<file path="src/rtl/spi_pkg.sv">
// Shared SPI datapath definitions: receive FSM states and counter sizing helper.
package spi_pkg;

  typedef enum logic [0:0] {
    RX_IDLE = 1'b0,
    RX_RECV = 1'b1
  } rx_state_t;

  // Counter width able to hold 0..width-1; never narrower than one bit.
  function automatic int cnt_w(input int width);
    if (width > 2) begin
      return $clog2(width);
    end else begin
      return 1;
    end
  endfunction

endpackage

</file>
<file path="src/rtl/spi_rx_holdreg.sv">
// Single-entry valid/ready holding register with a load port and a dropped-word pulse.
module spi_rx_holdreg #(
  parameter int WIDTH = 8
) (
  input  logic             clk,
  input  logic             rst,
  input  logic             load,
  input  logic [WIDTH-1:0] load_data,
  input  logic             ready,
  output logic [WIDTH-1:0] data,
  output logic             valid,
  output logic             overrun
);

  logic [WIDTH-1:0] data_r;
  logic             valid_r;
  logic             overrun_r;
  logic             accept_s;
  logic             drain_s;

  // A new word may take the slot when it is empty or emptying this cycle.
  always_comb begin
    drain_s  = valid_r && ready;
    accept_s = load && (!valid_r || ready);
  end

  // Holding slot and overrun pulse; a load wins over a same-cycle drain.
  always_ff @(posedge clk) begin
    if (rst) begin
      data_r    <= {WIDTH{1'b0}};
      valid_r   <= 1'b0;
      overrun_r <= 1'b0;
    end else begin
      overrun_r <= load && !accept_s;
      if (accept_s) begin
        data_r  <= load_data;
        valid_r <= 1'b1;
      end else if (drain_s) begin
        valid_r <= 1'b0;
      end
    end
  end

  assign data    = data_r;
  assign valid   = valid_r;
  assign overrun = overrun_r;

endmodule

</file>
<file path="src/rtl/spi_deserializer.sv">
// SPI receive stage: frame-gated bit sampling into WIDTH-bit words, handed off
// through a single-entry holding register.
module spi_deserializer
  import spi_pkg::*;
#(
  parameter int WIDTH     = 8,
  parameter bit MSB_FIRST = 1'b1
) (
  input  logic             clk,
  input  logic             rst,
  input  logic             enable,
  input  logic             frame_active,
  input  logic             i_data,
  output logic [WIDTH-1:0] o_data,
  output logic             o_valid,
  input  logic             i_ready,
  output logic             o_overrun,
  output logic             o_busy
);

  localparam int               CNT_W = cnt_w(WIDTH);
  localparam logic [CNT_W-1:0] LAST  = CNT_W'(WIDTH - 1);

  rx_state_t        state_r;
  rx_state_t        state_next_s;
  logic [CNT_W-1:0] cnt_r;
  logic [WIDTH-1:0] shift_r;
  logic [WIDTH-1:0] shift_next_s;
  logic             sample_s;
  logic             clear_s;
  logic             complete_s;

  // Receive FSM state register.
  always_ff @(posedge clk) begin
    if (rst) begin
      state_r <= RX_IDLE;
    end else begin
      state_r <= state_next_s;
    end
  end

  // Next state and per-cycle sample/clear decisions; frame end discards the partial word.
  always_comb begin
    state_next_s = state_r;
    sample_s     = 1'b0;
    clear_s      = 1'b0;
    case (state_r)
      RX_IDLE: begin
        if (frame_active) begin
          state_next_s = RX_RECV;
        end else begin
          state_next_s = RX_IDLE;
        end
      end
      RX_RECV: begin
        if (!frame_active) begin
          state_next_s = RX_IDLE;
          clear_s      = 1'b1;
        end else begin
          state_next_s = RX_RECV;
          sample_s     = enable;
        end
      end
      default: begin
        state_next_s = RX_IDLE;
        clear_s      = 1'b1;
      end
    endcase
  end

  // Shift direction decides where the first received bit ends up.
  always_comb begin
    if (MSB_FIRST) begin
      shift_next_s = {shift_r[WIDTH-2:0], i_data};
    end else begin
      shift_next_s = {i_data, shift_r[WIDTH-1:1]};
    end
    complete_s = sample_s && (cnt_r == LAST);
  end

  // Bit counter and shift register.
  always_ff @(posedge clk) begin
    if (rst) begin
      cnt_r   <= {CNT_W{1'b0}};
      shift_r <= {WIDTH{1'b0}};
    end else if (clear_s) begin
      cnt_r   <= {CNT_W{1'b0}};
      shift_r <= {WIDTH{1'b0}};
    end else if (sample_s) begin
      shift_r <= shift_next_s;
      if (complete_s) begin
        cnt_r <= {CNT_W{1'b0}};
      end else begin
        cnt_r <= cnt_r + CNT_W'(1);
      end
    end
  end

  spi_rx_holdreg #(
    .WIDTH(WIDTH)
  ) u_holdreg (
    .clk      (clk),
    .rst      (rst),
    .load     (complete_s),
    .load_data(shift_next_s),
    .ready    (i_ready),
    .data     (o_data),
    .valid    (o_valid),
    .overrun  (o_overrun)
  );

  assign o_busy = (cnt_r != {CNT_W{1'b0}});

endmodule

</file>
<file path="config.mk">
export PLATFORM = sky130hd
export DESIGN_NAME = spi_deserializer
export DESIGN_NICKNAME = d
export VERILOG_FILES = /design/src/rtl/spi_pkg.sv /design/src/rtl/spi_rx_holdreg.sv /design/src/rtl/spi_deserializer.sv
export SDC_FILE = /design/constraint.sdc
export NUM_CORES = 1
export LEC_CHECK = 0
export BUFFER_PORTS_ARGS = -buffer_cell sky130_fd_sc_hd__buf_4
export CAP_MARGIN = 25
export CORE_ASPECT_RATIO = 0.7
export CORE_MARGIN = 3
export CORE_UTILIZATION = 40
export DETAILED_ROUTE_END_ITERATION = 12
export PLACE_DENSITY = 0.67
export SLEW_MARGIN = 0
export SYNTH_ARGS = -nofsm -noshare
export SYNTH_HDL_FRONTEND = slang
export SYNTH_SLANG_ARGS = --single-unit
</file>
<file path="constraint.sdc">
create_clock -name clk -period 1.5 [get_ports clk]
set_clock_uncertainty 0.1 [all_clocks]
set_input_delay 0.075 -clock clk [delete_from_list [all_inputs] [get_ports clk]]
set_output_delay 0.075 -clock clk [all_outputs]
set_load 0.01 [all_outputs]
</file>
Yosys cells after proc, flatten, opt, wreduce, memory -nomap -nowiden

Index checks and enable logic that the tools add are counted.

Flip-flop bits (word level): 21
Latch bits: 0
Bits in writable memories: 0
ROM bits: 0
Input port bits: 6
Output and inout port bits: 11
Memories kept: 0

Add/subtract/negate cells: 1
Multiply operators: 0
Div/mod/pow operators: 0
Order comparisons: 0
Equal/unequal tests: 1
Shift-type cells: 0
Muxes and demuxes: 8
Bitwise gates (word level): 0
Reductions and logical operators: 10

Operators with widths:

| operator            | count |
|---|---|
| $mux 1              | 7 |
| $logic_and 1x1->1   | 4 |
| $add 3x1->3 const B | 1 |
| $eq 3x3->1 const B  | 1 |
| $mux 3              | 1 |
| $reduce_bool 3->1   | 1 |
| $logic_not 1->1     | 2 |
| $reduce_bool 2->1   | 1 |
| $reduce_or 2->1     | 1 |
| $logic_or 1x1->1    | 1 |

Depth between registers and ports, before layout

Gate-level depths: netlist (run 1).

Depth in word-level cells: 6
Mapped depth: 5
Depth with buffers taken out: 4

Modules after synthesis

Synthesis (run 1) repeated with hierarchy kept, for this count alone.

Cells, all modules: 97
Area total of the unflattened synthesis: 889.6 um^2

By module, submodules not included:

| module           | times used | cells an instance | area an instance (um^2) |
|---|---|---|---|
| spi_deserializer | 1          | 56                | 452.9 |
| spi_rx_holdreg   | 1          | 41                | 436.7 |

Worst setup path after synthesis (run 1)

No wires, ideal clock.

Kind: register -> register
From: register cnt_r[0]
To: register cnt_r[0]
Arrival time: 1136 ps
Required time: 1330 ps
Path slack: 194 ps
Stages on the path, launching flop included: 5
Path buffers: 0
Period minus slack after synthesis: 1306 ps
Cells stage by stage: dfxtp_1 -> ha_1 -> ha_1 -> or3_1 -> a21oi_1

Cells in the longest elaborated chain, start to end: 3

RTL lines:

| item                                                                | RTL line               | RTL |
|---|---|---|
| start: declaration                                                  | spi_deserializer.sv:26 | `logic [CNT_W-1:0] cnt_r;` |
| start signal: assignment                                            | spi_deserializer.sv:84 | `cnt_r <= {CNT_W{1'b0}};` |
| start signal: assignment                                            | spi_deserializer.sv:87 | `cnt_r <= {CNT_W{1'b0}};` |
| start signal: assignment                                            | spi_deserializer.sv:92 | `cnt_r <= {CNT_W{1'b0}};` |
| parallel branches: the longest is 2 deep, another holds $add 3x1->3 | --                     |  |
| $mux 3 (*)                                                          | spi_deserializer.sv:91 | `if (complete_s) begin` |

Mark *: on every way between the ends.
A chain may end at the register's enable or synchronous reset.

Final worst setup path (run 1)

Ends and elaborated chain as after synthesis.

==> results_dict.tcl, run 1 <==
set metrics [dict create \
    ios 17 \
    fin_crit_ns 1.40 \
    drcViolationCount 0 \
    vias 680 \
    nNetsFinal 127 \
    crit_required_ns 1.64 \
    hold_path.class "input port to flip-flop" \
    final_cell_area_sq_mm 0.00109 \
    drive_gt1_share_pct 20.5 \
    syn_inst 97 \
    finalSetupViolations 0 \
    drt-vias-per-instance 4.63 \
    max_freq_mhz 716 \
    routedWlPerCell_um 11.2 \
    min_period_over_period_pct 93.2 \
    grt_max_degree 21 \
    drtIter0Drc 7 \
    worst-path-max-fanout 4 \
    p_leak_nw 0.412 \
    rsz0062_at_grt "false" \
    cts.reportedPaths.clkPinSlew_ns 0.11 \
    fillers 193 \
    synth_top_family_by_area "simple AND/OR/NAND/NOR gates" \
    yosysUniqueCellTypes 18 \
    dieHeight_um 45.3 \
    mostFrequentLayoutCell "dfxtp_1" \
    mostFrequentLayoutCells "dfxtp_1 (20), nand2_1 (19), nand2b_1 (18), buf_4 (17), a21oi_1 (11)" \
    grt_overflow 0 \
    dieWidth_um 62.2 \
    cp.arrival_ns 1.54 \
    reg2reg_depth 4 \
    core_sq_mm 0.00197 \
    insertedDiodeCount 0 \
    cts_sinks 21 \
    endpoint_kind "flip-flop" \
    yosysSeqAreaShare_pct 47.5 \
    cts_buffers 3 \
    setup.worst_path.start_class "flip-flop" \
    path_cells "ha_1 -> ha_1 -> or3_1 -> a21oi_1" \
    synth_seq_cells 21 \
    grt_pass1_wl_mm 2.88 \
    place_congestion 0.799 \
    initial_utilization_pct 44.9 \
    cts_max_path_buffers 2 \
    grtUsageTotal_pct 13.4 \
    port_buffers 16 \
    slew_violations 0 \
    clock-root-buffer "clkbuf_4" \
    synth_warnings 0 \
    final_core_util_pct 55.4 \
    clk_latency_ns 0.31 \
    dp_hpwl_mm 1.14 \
    antenna_found_initial 0 \
    synthAdderAreaFrac_pct 4.24 \
    synth_xor_area_share_pct 0 \
    postCtsSetupRepairBufs 0 \
    cts_tree "built" \
    drt-total-wl_mm 1.64 \
    syn_area_per_cell_sq_um 9.12 \
    worstMarginPinSlew_ns 0.347 \
    maxCapViolations 0 \
    synthMuxAreaShare_pct 9.05 \
    htreeDepth 1 \
    cpPeakStageDelay_ns 0.35 \
    vdd_drop_max_v 0.000523 \
    synth_compound_gate_area_share_pct 7.07 \
    firstDrtPassIters 4 \
    setup_tns_ns 0 \
    powerDensity_mw_per_mm2 817 \
    rows 13 \
    worstSetupPathType "flip-flop to flip-flop" \
    syn2layout_area_growth_pct 23.2 \
    grt_pass1_vias 661 \
    hold_viol_final 0 \
    status "complete, no violations" \
    ant_nets 0 \
    placed_area_sq_mm 0.00101 \
    dieArea_sq_mm 0.00282 \
    syn-num-nets 106 \
    cpMaxStageDelayCell "dfxtp_2" \
    yosys.area_share.simple_pct 26.4 \
    syn_area_sq_um 885 \
    cpMostUsedCell "ha_1" \
    holdPathStages 4 \
    max_slew_margin_pct 76.9 \
    power_w 0.000891 \
]
==> what timing repair did <==
item,4_1_cts,5_1_grt
resized for setup,0,1
hold buffers,5,0
hold endpoints to repair,5,0
setup endpoints to repair,0,2
==> cells by family after synthesis <==
| group | count (synthesis) |
|---|---|
| flops | 21 |
| fa+ha+maj | 3 |
| mux | 8 |
| compound gates | 12 |
| buf+inv | 9 |
| simple gates | 44 |
==> worst max-delay path, delay by kind of cell, from the launching register on <==
kind / cells / cell delay (ns)
adders and majority gates: 2 / 0.41
DFF: 1 / 0.35
and+or+nand+nor: 1 / 0.35
AOI/OAI and AO/OA: 1 / 0.12
==> cell type report <==
type	count	area (sq um)	area share, %
sequential	21	422	38.7
multi-input combinational	67	414	38.0
timing repair buffer	22	178	16.3
tap	30	37.5	3.44
clock buffer	3	22.5	2.07
inverter	3	11.3	1.03
clock inverter	1	5.00	0.459
==> layer usage <==
metal  global-route usage [%]  vias to the layer above  share of wire, %
met2                     23.7                       13                45
met3                     5.47                        4               5.1
met4                     5.29                        0               1.6
met1                     14.8                      313                48
met5                        0                        -                 0
li1                         -                      350                 -
==> cell usage after synthesis (all sizes together) <==
cell type | n | area (sq um)
dfxtp | 21 | 420
nor2 | 1 | 3.75
nor3 | 1 | 5.00
inv | 3 | 11.3
nand2 | 19 | 71.3
ha | 3 | 37.5
a21o | 1 | 7.51
buf | 3 | 27.5
nand3b | 1 | 7.51
or3 | 1 | 6.26
clkbuf | 3 | 11.3
nand3 | 1 | 5.00
nand2b | 18 | 113
a21oi | 11 | 55.1
mux2i | 8 | 80.1
and3 | 2 | 22.5
==> state kept, by name, indices dropped and copies added (netlist names) <==
signal,count
shift_r,7
u_holdreg.overrun,1
state_r,1
u_holdreg.valid,1
cnt_r,3
u_holdreg.data,8
==> path summary, 6_finish.rpt <==
path,from,end,slack [ns]
max,cnt_r[0],cnt_r[0],0.10
min reg2reg,shift_r[6],shift_r[6],0.37
max reg2reg,cnt_r[0],cnt_r[0],0.10
min,enable,cnt_r[0],0.05
==> report_power, final <==
group	switching, W	total [W]	internal (W)
combinational	0.0000249	0.0000550	0.0000300
sequential	0.00000241	0.000563	0.000560
clock	0.000173	0.000273	0.0000996
total	0.000201	0.000891	0.000690
==> through the flow <==
stage	std cells	worst slack (ns)	hold WS (ns)
final	147	0.103	0.0545
after global routing	147	0.0125	0.0592
after CTS	147	0.0719	0.0541
after detailed placement	138	0.0976	0.246
after global placement	138	0.166	0.220
after floorplan	97	0.194	0.110
(Power assumes the default switching activity.)
==> inputs of run 2 (changes only) <==
Settings changed: ABC_AREA set to 1.
==> run 2 against run 1 <==
Against the previous run: area after synthesis is 4.1% lower; global-route usage is 0.074 points higher; sequential share of layout area is 0.43 points higher; sequential power is 1% higher; core utilization is 0.48 points higher; non-clock buffer count is 2 higher; first-iteration DRC count grew to 7.7 times the previous value.
==> results_dict.tcl, run 2 <==
set metrics [dict create \
    synth_warnings 0 \
    initial_utilization_pct 43.8 \
    vias 747 \
    synth_seq_cells 21 \
    ys_async_sr_fraction_pct 0 \
    cts.reportedPaths.clkPinSlew_ns 0.11 \
    max_freq_mhz 716 \
    rows 13 \
    worstMarginPinSlew_ns 0.369 \
    vdd_drop_max_v 0.000435 \
    insertedDiodeCount 0 \
    mostFrequentLayoutCell "buf_4" \
    synth_most_common_cell "dfxtp_1" \
    grt_pass1_vias 622 \
    power_w 0.000906 \
    status "complete, no violations" \
    drive_gt1_share_pct 21.6 \
    drt-total-wl_mm 1.59 \
    drtIter0Drc 54 \
    cts_sinks 21 \
    grt_overflow 0 \
    synth_edf_count 0 \
    dieWidth_um 61.0 \
    antenna_found_initial 0 \
    grtUsageMet3_pct 7.00 \
    worstSetupPathType "flip-flop to flip-flop" \
    largest_reg_flops 8 \
    setup_tns_ns 0 \
    syn-num-nets 118 \
    cp.arrival_ns 1.54 \
    synth.top_cell.area_share_pct 49.6 \
    cts_tree "built" \
    holdWs_ns 0.103 \
    max_slew_margin_pct 75.4 \
    yosysUniqueCellTypes 16 \
    fillers 178 \
    cts_max_path_buffers 2 \
    final_cell_area_sq_mm 0.00108 \
    syn2layout_area_growth_pct 27.4 \
    syn_inst 109 \
    met2_usage_pct 19.2 \
    syn_area_per_cell_sq_um 7.78 \
    fin_crit_ns 1.40 \
    grt_pass1_wl_mm 2.66 \
    maxCapViolations 0 \
    slew_violations 0 \
    place_congestion 0.775 \
    hold_viol_final 0 \
    htreeDepth 1 \
    synth_commonest_cells "dfxtp_1 (21), inv_1 (17), nor2_1 (17)" \
    grt_max_degree 19 \
    clock-root-buffer "clkbuf_4" \
    dp_hpwl_mm 1.20 \
    finalSetupViolations 0 \
    crit_required_ns 1.65 \
    syn_area_sq_um 848 \
    dp.cells 147 \
    port_buffers 16 \
    dieArea_sq_mm 0.00272 \
    seqCellArea_sq_um 423 \
    worst-path-max-fanout 8 \
    yosysSeqAreaShare_pct 49.6 \
    cts_buffers 3 \
    min_period_over_period_pct 93.1 \
    synth_top_area_cell "dfxtp_1" \
    core_sq_mm 0.00194 \
    dieHeight_um 44.5 \
    synth-main-ff-cell "dfxtp_1" \
    mostFrequentLayoutCells "buf_4 (20), dfxtp_1 (19), inv_1 (17), nor2_1 (17), nand2_1 (13)" \
    ios 17 \
    setup.worst_path.start_class "flip-flop" \
    synth_area_leaders "dfxtp_1 (50%), inv_1 (7.5%), nor2_1 (7.5%)" \
    ant_nets 0 \
    placed_area_sq_mm 0.00100 \
    clk_latency_ns 0.30 \
    p_leak_nw 0.467 \
    routedWlPerCell_um 10.2 \
    firstDrtPassIters 5 \
    instances_no_fill 156 \
    powerDensity_mw_per_mm2 838 \
    multi_input_area_sq_um 350 \
    hold_path.class "input port to flip-flop" \
    grt_util_met1_pct 17.7 \
    grtUsageTotal_pct 13.5 \
    grt_busiest_layer "met2" \
    nNetsFinal 144 \
    drcViolationCount 0 \
    drt-vias-per-instance 4.79 \
    endpoint_kind "flip-flop" \
]
## run 2: cell types whose count changed in the layout (fill, tap and decap cells not counted), moves of 2 or more
cell      before  now
and3_4         2    0
buf_4         17   20
inv_1          3   17
mux2i_1        8    0
nand2_1       19   13
nand2b_1      18    0
nand3_1        1    3
nand4_1        0    9
nor2_1         1   17
o21ai_0        0    8
## run 2: cell families after synthesis
kind of cell             Yosys count  share of synthesized area, %
flip-flops                        21                          49.6
buffers and inverters             20                          9.44
AND/OR/NAND/NOR                   45                          24.3
adder cells (fa/ha/maj)            3                          4.43
AO/OA/AOI/OAI                     20                          12.2
## run 2: final cells by class
cell class / count / share of cell area (%)
Multi-Input combinational cell: 68 / 32.4
Sequential cell: 21 / 39.1
Clock buffer: 4 / 2.43
Inverter: 17 / 5.90
Timing Repair Buffer: 24 / 17.6
Tap cell: 22 / 2.55
## run 2: report_power, final
| part | switching [W] | internal [W] |
|---|---|---|
| clock | 0.000163 | 0.000104 |
| combinational | 0.0000368 | 0.0000308 |
| sequential | 0.00000473 | 0.000566 |
| total | 0.000205 | 0.000701 |
## run 2: per-layer routing
| metal | share of wire [%] | wire length (um) | vias up |
|---|---|---|---|
| li1 | - | - | 402 |
| met1 | 50 | 790 | 328 |
| met2 | 44 | 692 | 15 |
| met3 | 5.6 | 88 | 2 |
| met4 | 0.76 | 12 | 0 |
| met5 | 0 | 0 | - |
## run 2: final timing paths
path	from	endpoint	slack, ns	depth (start not counted)
setup / recovery	cnt_r[0]	u_holdreg.data[0]	0.10	6
hold reg to reg	shift_r[2]	shift_r[2]	0.37	2
setup reg to reg	cnt_r[0]	u_holdreg.data[0]	0.10	6
hold / removal	enable	cnt_r[0]	0.10	5
## run 2: per-stage QoR
stage          worst slack (ns)  util, %
2_1_floorplan             0.123        -
3_3_place_gp              0.142     51.8
3_5_place_dp             0.0965     51.8
4_1_cts                  0.0725     55.2
5_1_grt                -0.00614     55.9
6_report                  0.104     55.9
## run 2: timing repair
action,in CTS,in global routing
endpoints found under the hold margin,4,0
endpoints found under the setup margin,0,6
hold buffers,4,0
setup buffers,0,1
resized for setup,0,3
## run 2: worst max-delay path: stages (launching register included)
cell and delay [ns]:
dfxtp_2 0.35, ha_1 0.14, ha_2 0.17, nand4_1 0.16, nor2_4 0.25, nor2_1 0.06, nor2_1 0.11
==> inputs of run 3 (changes only) <==
Settings changed: CTS_BUF_LIST set to sky130_fd_sc_hd__clkbuf_8.
==> run 3 against run 2 <==
Against the previous run: combinational power is 6.2% lower; non-clock buffer count is 2 lower; via count is 1.1% lower; global-route usage is 0.19 points lower; sequential cell count stayed put; critical path type unchanged; largest power group unchanged.
==> results_dict.tcl, run 3 (synthesis results as in run 2) <==
set metrics [dict create \
    status "complete, no violations" \
    dieArea_sq_mm 0.00272 \
    drt-vias-per-instance 4.80 \
    grt_overflow 0 \
    cts.reportedPaths.clkPinSlew_ns 0.07 \
    slew_violations 0 \
    firstDrtPassIters 4 \
    rsz0062_at_grt "false" \
    holdPathStages 3 \
    setup_tns_ns 0 \
    hp-start "i_data" \
    worstMarginPinSlew_ns 0.371 \
    grt_pass1_vias 620 \
    fin_crit_ns 1.38 \
    worst-path-max-fanout 8 \
    grt_busiest_layer "met2" \
    cp.arrival_ns 1.47 \
    endpoint_kind "flip-flop" \
    dp_hpwl_mm 1.20 \
    finalSetupViolations 0 \
    fillers 183 \
    setup.worst_path.start_class "flip-flop" \
    vdd_drop_max_v 0.000657 \
    grtUsageMet3_pct 7.00 \
    powerDensity_mw_per_mm2 915 \
    ant_nets 0 \
    dieWidth_um 61.0 \
    final_core_util_pct 55.8 \
    placed_area_sq_mm 0.00100 \
    cts_buffers 3 \
    instances_no_fill 154 \
    antenna_found_initial 0 \
    reg2reg_from "cnt_r[0]" \
    place_congestion 0.775 \
    mostFrequentLayoutCell "buf_4" \
    core_sq_mm 0.00194 \
    port_buffers 16 \
    insertedDiodeCount 0 \
    crit_required_ns 1.60 \
    grt_pass1_wl_mm 2.65 \
    max_slew_margin_pct 75.2 \
    final_cell_area_sq_mm 0.00108 \
    dp.cells 147 \
    p_leak_nw 0.470 \
    cts_max_path_buffers 2 \
    grtUsageTotal_pct 13.3 \
    drive_gt1_share_pct 22.0 \
    htreeDepth 1 \
    reg2reg_depth 6 \
    maxCapViolations 0 \
    dieHeight_um 44.5 \
    worstSetupPathType "flip-flop to flip-flop" \
    cts_sinks 21 \
    routedWlPerCell_um 10.2 \
    initial_utilization_pct 43.8 \
    mostFrequentLayoutCells "buf_4 (20), dfxtp_1 (19), inv_1 (18), nor2_1 (17), nand2_1 (13)" \
    rows 13 \
    nNetsFinal 142 \
    min_period_over_period_pct 91.9 \
    ios 17 \
    clk_latency_ns 0.26 \
    syn2layout_area_growth_pct 27.3 \
    vias 739 \
    drtIter0Drc 40 \
    drt-total-wl_mm 1.57 \
    hold_path.class "input port to flip-flop" \
    clock-root-buffer "clkbuf_8" \
    crit_start "cnt_r[0]" \
    hold_viol_final 0 \
    max_freq_mhz 725 \
    min_to "shift_r[0]" \
    met2_usage_pct 19.4 \
    grt_util_met1_pct 17.5 \
    drcViolationCount 0 \
    rrSetupSlack_ns 0.12 \
    cts_tree "built" \
    largest_reg_flops 8 \
    grt_max_degree 19 \
    r2r-end "u_holdreg.data[0]" \
]
==> run 3: layout make-up <==
class	instances	area (sq um)	area share (%)
flip-flops and latches	21	423	39.2
inverters	17	63.8	5.91
repair buffers	22	170	15.8
multi-input cells	68	350	32.4
clock inverters	1	3.75	0.348
clock buffers	3	41.3	3.82
well taps	22	27.5	2.55
==> run 3: how the worst max path moves through the flow <==
| stage | end | cells after the start |
|---|---|---|
| final | u_holdreg.data[0] | 6 |
| after global routing | u_holdreg.data[7] | 6 |
| after CTS | u_holdreg.data[4] | 6 |
| after detailed placement | u_holdreg.data[4] | 6 |
| after global placement | u_holdreg.data[0] | 6 |
| after floorplan | u_holdreg.data[0] | 7 |
==> run 3: layer usage <==
metal	vias to the layer above	part of all wire, %	wire [um]
met5	-	0	0
met4	0	0	0
met3	0	6.3	98
met2	18	44	694
met1	322	49	772
li1	399	-	-
==> run 3: what timing repair did <==
action,4_1_cts,5_1_grt
endpoints found under the hold margin,3,0
hold buffers,2,0
endpoints found under the setup margin,0,4
buffers inserted,0,1
gates resized for setup,0,3
==> run 3: worst max-delay path, stage by stage (launching register included) <==
cell and delay [ns]:
dfxtp_2 0.34, ha_1 0.14, ha_2 0.17, nand4_1 0.16
nor2_4 0.24, nor2_1 0.06, nor2_1 0.11
==> run 3: through the flow <==
stage,total power [W],setup slack (ns),hold slack (ns)
3_5_place_dp,0.000643,0.0965,0.188
6_report,0.000988,0.121,0.0256
3_3_place_gp,0.000642,0.142,0.182
4_1_cts,0.00100,0.0787,0.0216
5_1_grt,0.00104,0.000347,0.0443
2_1_floorplan,0.000618,0.123,0.0441
==> run 3: where the power goes <==
| group | switching [W] | internal, W | leakage [nW] | total (W) |
|---|---|---|---|---|
| sequential | 0.00000474 | 0.000566 | 0.171 | 0.000571 |
| clock | 0.000171 | 0.000182 | 0.0269 | 0.000353 |
| combinational | 0.0000360 | 0.0000275 | 0.272 | 0.0000635 |
